==> src/rtl/rat_path_logger_if.sv <==
// Bus between the maze-solver/consumer side and the rat path logger.
// The master side drives solver status and drain backpressure; the logger (slave) returns the drained entries and status.
interface rat_path_logger_if #(
   parameter int unsigned DEPTH = 64
) ();
   localparam int unsigned CW = $clog2(DEPTH) + 1;

   logic          Start;
   logic [3:0]    X;
   logic [3:0]    Y;
   logic [1:0]    Move;
   logic          Done;
   logic          Fail;
   logic [9:0]    OutData;
   logic          OutValid;
   logic          OutReady;
   logic          OutLast;
   logic [CW-1:0] Count;
   logic          Overflow;
   logic          Busy;
   logic          Aborted;

   modport master (
      output Start, X, Y, Move, Done, Fail, OutReady,
      input  OutData, OutValid, OutLast, Count, Overflow, Busy, Aborted
   );

   modport slave (
      input  Start, X, Y, Move, Done, Fail, OutReady,
      output OutData, OutValid, OutLast, Count, Overflow, Busy, Aborted
   );
endinterface

==> src/rtl/rat_path_logger.sv <==
// Logs the rat's distinct positions during a solver run into a small buffer,
// then drains them in capture order over a valid/ready stream.
module rat_path_logger #(
   parameter int unsigned DEPTH = 64
) (
   input  logic              CLK,
   input  logic              RST,
   rat_path_logger_if.slave  bus
);
   localparam int unsigned AW = $clog2(DEPTH);
   localparam int unsigned CW = AW + 1;
   localparam int unsigned EW = 10;

   typedef enum logic [2:0] {
      S_IDLE,
      S_ARM,
      S_CAPTURE,
      S_DRAIN,
      S_HALT
   } state_t;

   state_t        state_q;
   logic [EW-1:0] mem_q [DEPTH];
   logic [AW-1:0] wr_ptr_q;
   logic [AW-1:0] rd_ptr_q;
   logic [CW-1:0] count_q;
   logic [7:0]    last_q;
   logic          overflow_q;
   logic          aborted_q;
   logic          busy_q;
   logic          out_valid_q;
   logic          out_last_q;
   logic [EW-1:0] out_data_q;

   logic [7:0]    pos_c;
   logic [EW-1:0] entry_c;
   logic          moved_c;
   logic          full_c;
   logic          wr_en_c;
   logic [CW-1:0] count_d;
   logic [AW-1:0] rd_ptr_d;

   // Capture decode: a write needs a new position, room, and no restart/abort this cycle.
   always_comb begin
      pos_c    = {bus.X, bus.Y};
      entry_c  = {bus.Move, pos_c};
      moved_c  = (pos_c != last_q);
      full_c   = (count_q == CW'(DEPTH));
      wr_en_c  = (state_q == S_CAPTURE) && !RST && !bus.Start && !bus.Fail &&
                 moved_c && !full_c;
      count_d  = count_q + CW'(wr_en_c);
      rd_ptr_d = rd_ptr_q + AW'(1);
   end

   always_ff @(posedge CLK) begin
      if (wr_en_c) begin
         mem_q[wr_ptr_q] <= entry_c;
      end
   end

   always_ff @(posedge CLK) begin
      if (RST) begin
         state_q     <= S_IDLE;
         wr_ptr_q    <= '0;
         rd_ptr_q    <= '0;
         count_q     <= '0;
         last_q      <= '0;
         overflow_q  <= 1'b0;
         aborted_q   <= 1'b0;
         busy_q      <= 1'b0;
         out_valid_q <= 1'b0;
         out_last_q  <= 1'b0;
         out_data_q  <= '0;
      end else if (bus.Start) begin
         // Start from any state clears the log and re-arms, cutting off any drain.
         state_q     <= S_ARM;
         wr_ptr_q    <= '0;
         rd_ptr_q    <= '0;
         count_q     <= '0;
         overflow_q  <= 1'b0;
         aborted_q   <= 1'b0;
         busy_q      <= 1'b1;
         out_valid_q <= 1'b0;
         out_last_q  <= 1'b0;
      end else begin
         case (state_q)
            S_ARM: begin
               last_q  <= pos_c;
               state_q <= S_CAPTURE;
            end
            S_CAPTURE: begin
               if (bus.Fail) begin
                  aborted_q <= 1'b1;
                  busy_q    <= 1'b0;
                  state_q   <= S_HALT;
               end else begin
                  if (moved_c) begin
                     last_q <= pos_c;
                     if (full_c) begin
                        overflow_q <= 1'b1;
                     end
                  end
                  if (wr_en_c) begin
                     wr_ptr_q <= wr_ptr_q + AW'(1);
                     count_q  <= count_d;
                  end
                  if (bus.Done) begin
                     if (count_d == '0) begin
                        busy_q  <= 1'b0;
                        state_q <= S_HALT;
                     end else begin
                        // A lone entry written this cycle is not in memory yet; forward it.
                        state_q     <= S_DRAIN;
                        out_valid_q <= 1'b1;
                        out_data_q  <= (count_q == '0) ? entry_c : mem_q[rd_ptr_q];
                        out_last_q  <= (count_d == CW'(1));
                     end
                  end
               end
            end
            S_DRAIN: begin
               if (bus.OutReady) begin
                  if (out_last_q) begin
                     out_valid_q <= 1'b0;
                     out_last_q  <= 1'b0;
                     busy_q      <= 1'b0;
                     state_q     <= S_HALT;
                  end else begin
                     rd_ptr_q   <= rd_ptr_d;
                     out_data_q <= mem_q[rd_ptr_d];
                     out_last_q <= (CW'(rd_ptr_d) == (count_q - CW'(1)));
                  end
               end
            end
            default: begin
            end
         endcase
      end
   end

   assign bus.OutData  = out_data_q;
   assign bus.OutValid = out_valid_q;
   assign bus.OutLast  = out_last_q;
   assign bus.Count    = count_q;
   assign bus.Overflow = overflow_q;
   assign bus.Busy     = busy_q;
   assign bus.Aborted  = aborted_q;
endmodule

==> src/flat_wrapper.sv <==
// flat-port wrapper written by rule: the top's interface ports become plain ports
module rat_path_logger_flat 
#(
   parameter int unsigned DEPTH = 64
)
  (CLK, RST, bus_Start, bus_X, bus_Y, bus_Move, bus_Done, bus_Fail, bus_OutReady, bus_OutData, bus_OutValid, bus_OutLast, bus_Count, bus_Overflow, bus_Busy, bus_Aborted);
  rat_path_logger_if #(.DEPTH(DEPTH)) bus_i ();
  input  logic CLK;
  input  logic RST;
  input wire logic [$bits(bus_i.Start)-1:0] bus_Start;
  input wire logic [$bits(bus_i.X)-1:0] bus_X;
  input wire logic [$bits(bus_i.Y)-1:0] bus_Y;
  input wire logic [$bits(bus_i.Move)-1:0] bus_Move;
  input wire logic [$bits(bus_i.Done)-1:0] bus_Done;
  input wire logic [$bits(bus_i.Fail)-1:0] bus_Fail;
  input wire logic [$bits(bus_i.OutReady)-1:0] bus_OutReady;
  output wire logic [$bits(bus_i.OutData)-1:0] bus_OutData;
  output wire logic [$bits(bus_i.OutValid)-1:0] bus_OutValid;
  output wire logic [$bits(bus_i.OutLast)-1:0] bus_OutLast;
  output wire logic [$bits(bus_i.Count)-1:0] bus_Count;
  output wire logic [$bits(bus_i.Overflow)-1:0] bus_Overflow;
  output wire logic [$bits(bus_i.Busy)-1:0] bus_Busy;
  output wire logic [$bits(bus_i.Aborted)-1:0] bus_Aborted;
  assign bus_i.Start = bus_Start;
  assign bus_i.X = bus_X;
  assign bus_i.Y = bus_Y;
  assign bus_i.Move = bus_Move;
  assign bus_i.Done = bus_Done;
  assign bus_i.Fail = bus_Fail;
  assign bus_i.OutReady = bus_OutReady;
  assign bus_OutData = bus_i.OutData;
  assign bus_OutValid = bus_i.OutValid;
  assign bus_OutLast = bus_i.OutLast;
  assign bus_Count = bus_i.Count;
  assign bus_Overflow = bus_i.Overflow;
  assign bus_Busy = bus_i.Busy;
  assign bus_Aborted = bus_i.Aborted;
  rat_path_logger #(.DEPTH(DEPTH)) u_core (.CLK(CLK), .RST(RST), .bus(bus_i));
endmodule
==> config.mk <==
export PLATFORM = sky130hd
export DESIGN_NAME = rat_path_logger_flat
export DESIGN_NICKNAME = d
export VERILOG_FILES = /design/src/rtl/rat_path_logger_if.sv /design/src/rtl/rat_path_logger.sv /design/src/flat_wrapper.sv
export SDC_FILE = /design/constraint.sdc
export NUM_CORES = 1
export LEC_CHECK = 0
export CAP_MARGIN = 0
export CORE_MARGIN = 10
export CORE_UTILIZATION = 65
export DETAILED_ROUTE_END_ITERATION = 10
export HOLD_SLACK_MARGIN = 0.06
export PLACE_DENSITY = 0.85
export SKIP_LAST_GASP = 1
export SLEW_MARGIN = 20
export SYNTH_ARGS = -nofsm -noshare
export SYNTH_HDL_FRONTEND = slang
export SYNTH_SLANG_ARGS = --single-unit
==> constraint.sdc <==
create_clock -name CLK -period 8.4 [get_ports CLK]
set_clock_uncertainty 0.2 [all_clocks]
set_input_delay 0.84 -clock CLK [delete_from_list [all_inputs] [get_ports CLK]]
set_output_delay 0.84 -clock CLK [all_outputs]
set_load 0.02 [all_outputs]
==> run metrics <==
worst hold slack 0.297 ns; Max FO, Critical Path 67; Setup Buffers After CTS 0; slowest CP cell nor2_1; DRT iter0 DRCs 3209; Initial Utilization 0.660; Worst VDD drop 0.000183 V; yosys warns 0; Routed Antenna Nets 0; PortBufs 37; Post-synth top cells edfxtp_1, mux4_2, nor2_1; layout cell share with drive strength beyond 1 0.276; Cell Count, Final, Fillers Out 2503; placed instance area 33300 µm²; CTS Hold Bufs 0; slew margin rel. 0.241; Crit path buffers/inverters 2; H-tree depth 3; number of flops mapped to enable cells by yosys 640; Power Dens Cells 199 nW/µm²; RD Place Congestion 0.982; Pleak 10.5 nW; Arr. time, crit path 5.30 ns; core area 49200 µm²; total I/O pin count 38; post-synth top area cell edfxtp_1; first-pass GRT wire length 135000 µm; Top FF cell, synth edfxtp_1; Final Hold Viols 0; CTS root buffer clkbuf_16; CTS Buffer Depth 3; CTS sink cnt 691; outcome finished, final reports clean; multi-input logic area 11600 µm²; Synth area leaders edfxtp_1, mux4_2, dfxtp_1; largest net degree at the start of global routing 96; Slew @ Worst Pin 1.13 ns; fill count 2746; Hold WC Path Type reg2reg; vias in the first global route 19300; Synth Instances 1771; Synth Net Count 1792; wire length per cell 36.5 µm; Area Growth Syn to Fin 9.90%; #FFs+latches synth 691; highest cell delay on the worst timing path 1.15 ns; GR Overflow Total 0; Rows 81; Vias/cell 7.78; register area 20300 µm²; RSZ-0062 raised after global routing false; critical path type in2reg; Final nets 1799; Post-DP HPWL 57200 µm; Sum Neg Setup Slack 0 ns; CTS buffer count 71; Placed Cells 2369; GRT Util Overall 0.310; CTS tree yes; Synth Cell Area 32400 µm²; Clock Latency Late Sink 0.62 ns; Die W 243 µm; post-synth top area share 0.592; first-pass detailed-route iteration total 7; initial antenna violation count 0; CP cell instances buf_2 -> buf_4 -> xor2_1 -> nor4_1 -> a2111oi_2 -> nand2_1 -> nor3_1 -> nand3b_1 -> nor2_1; dominant cell by count in the synthesized netlist edfxtp_1; Setup Viol. Count Final 0; Tmin final 5.27 ns; final WL 91400 µm; Avg Cell Area, Syn 18.3 µm²; final instance area 35700 µm²; Async SR Flop Fraction 0; DIE AREA 59300 µm²; Seq/Total Area, Yosys 0.624; CP required 8.43 ns; MaxCap Viol Count 0; Max Fclk 190 MHz; distinct cell type count after synthesis 60; startpoint types primary input; Worst-path clk slew 0.06 ns; die height 243 µm; Final Max Slew Viols 0; gate family responsible for the most delay along the worst path simple AND/OR/NAND/NOR gates; routed vias 19500; Final Cycle Share 0.627; Worst Setup End Kind flop; DRC viols 0; PostCTS Resize Cnt 0
==> worst min-delay path, cell delays in order, from the launching register on <==
cell     delay, ns
dfxtp_1       0.34
a31oi_1       0.05
nor2_1        0.08
==> cell families after synthesis <==
group           Yosys count  synth area share
xor+xnor                 36            0.0102
mux                     419             0.258
fa+ha+maj                 5           0.00193
simple gates            267            0.0399
compound gates          205            0.0439
buf+inv                 148            0.0222
flops                   691             0.624
==> final cells by class <==
class / count / area share
Antenna cell: 2 / 0.000140
Multi-Input combinational cell: 932 / 0.324
Clock inverter: 37 / 0.0108
Sequential cell: 691 / 0.568
Inverter: 9 / 0.000947
Timing Repair Buffer: 73 / 0.0176
Clock buffer: 95 / 0.0553
Tap cell: 664 / 0.0233
==> registers in the layout, indices dropped and copies added, names as in the netlist, 3 cells and up, named ones only <==
name                flops
u_core.bus.Count        7
u_core.bus.OutData     10
u_core.last_q           8
u_core.mem_q          640
u_core.rd_ptr_q         6
u_core.state_q          3
u_core.wr_ptr_q         6
==> per-stage QoR <==
stage | worst slack [ns] | power [W] | util
finish | 3.13 | 0.00709 | 0.725
global route | 2.84 | 0.00724 | 0.725
CTS | 3.35 | 0.00710 | 0.725
detailed placement | 2.76 | 0.00394 | 0.677
global placement | 2.96 | 0.00393 | 0.677
floorplan | 4.25 | 0.00386 | -
==> power breakdown <==
part | leakage [nW] | switching [W] | internal, W | total, W
Sequential | 6.17 | 0.00000427 | 0.00376 | 0.00376
Clock | 1.14 | 0.00135 | 0.00188 | 0.00322
Combinational | 3.16 | 0.0000840 | 0.0000240 | 0.000108
==> worst paths after layout <==
| kind | start | end | slack [ns] | depth (start not counted) |
|---|---|---|---|---|
| setup reg to reg | u_core.bus.Count[1] | u_core.bus.OutData[3] | 3.38 | 14 |
| hold reg to reg | u_core.bus.Aborted | u_core.bus.Aborted | 0.30 | 2 |
| setup / recovery | bus_X[3] | u_core.mem_q[34][8] | 3.13 | 9 |
| hold / removal | u_core.bus.Aborted | u_core.bus.Aborted | 0.30 | 2 |
==> cell usage in the layout (no fill, tap or decap), types with 7 or more instances in the layout <==
cell             instances
nand3_1                 13
o22ai_1                 29
o21ai_0                 12
buf_4                   33
a211o_1                 14
nor2b_1                 20
a22oi_1                 37
buf_2                   10
bufinv_16                7
clkdlybuf4s50_1         27
edfxtp_1               640
o211ai_1                 7
inv_1                    9
nand2b_1                 8
dfxtp_1                 46
a211oi_1                21
nand2_1                 44
a21oi_1                 41
mux2i_1                 81
a31oi_1                 10
or3_1                    7
xor2_1                  18
a2111oi_0                8
clkinv_2                 8
and2_1                  15
nor3_1                  10
clkbuf_16               76
clkbuf_1                19
xnor2_1                 13
mux4_2                 326
nand3b_1                 8
nor2_1                 106
clkinv_1                12
==> metal layers <==
| metal | share of wire | global-route usage |
|---|---|---|
| met2 | 0.46 | 0.462 |
| met4 | 0.054 | 0.150 |
| met5 | 0 | 0 |
| met3 | 0.15 | 0.111 |
| met1 | 0.34 | 0.404 |
Note: power is estimated with default switching activity, not from simulation.
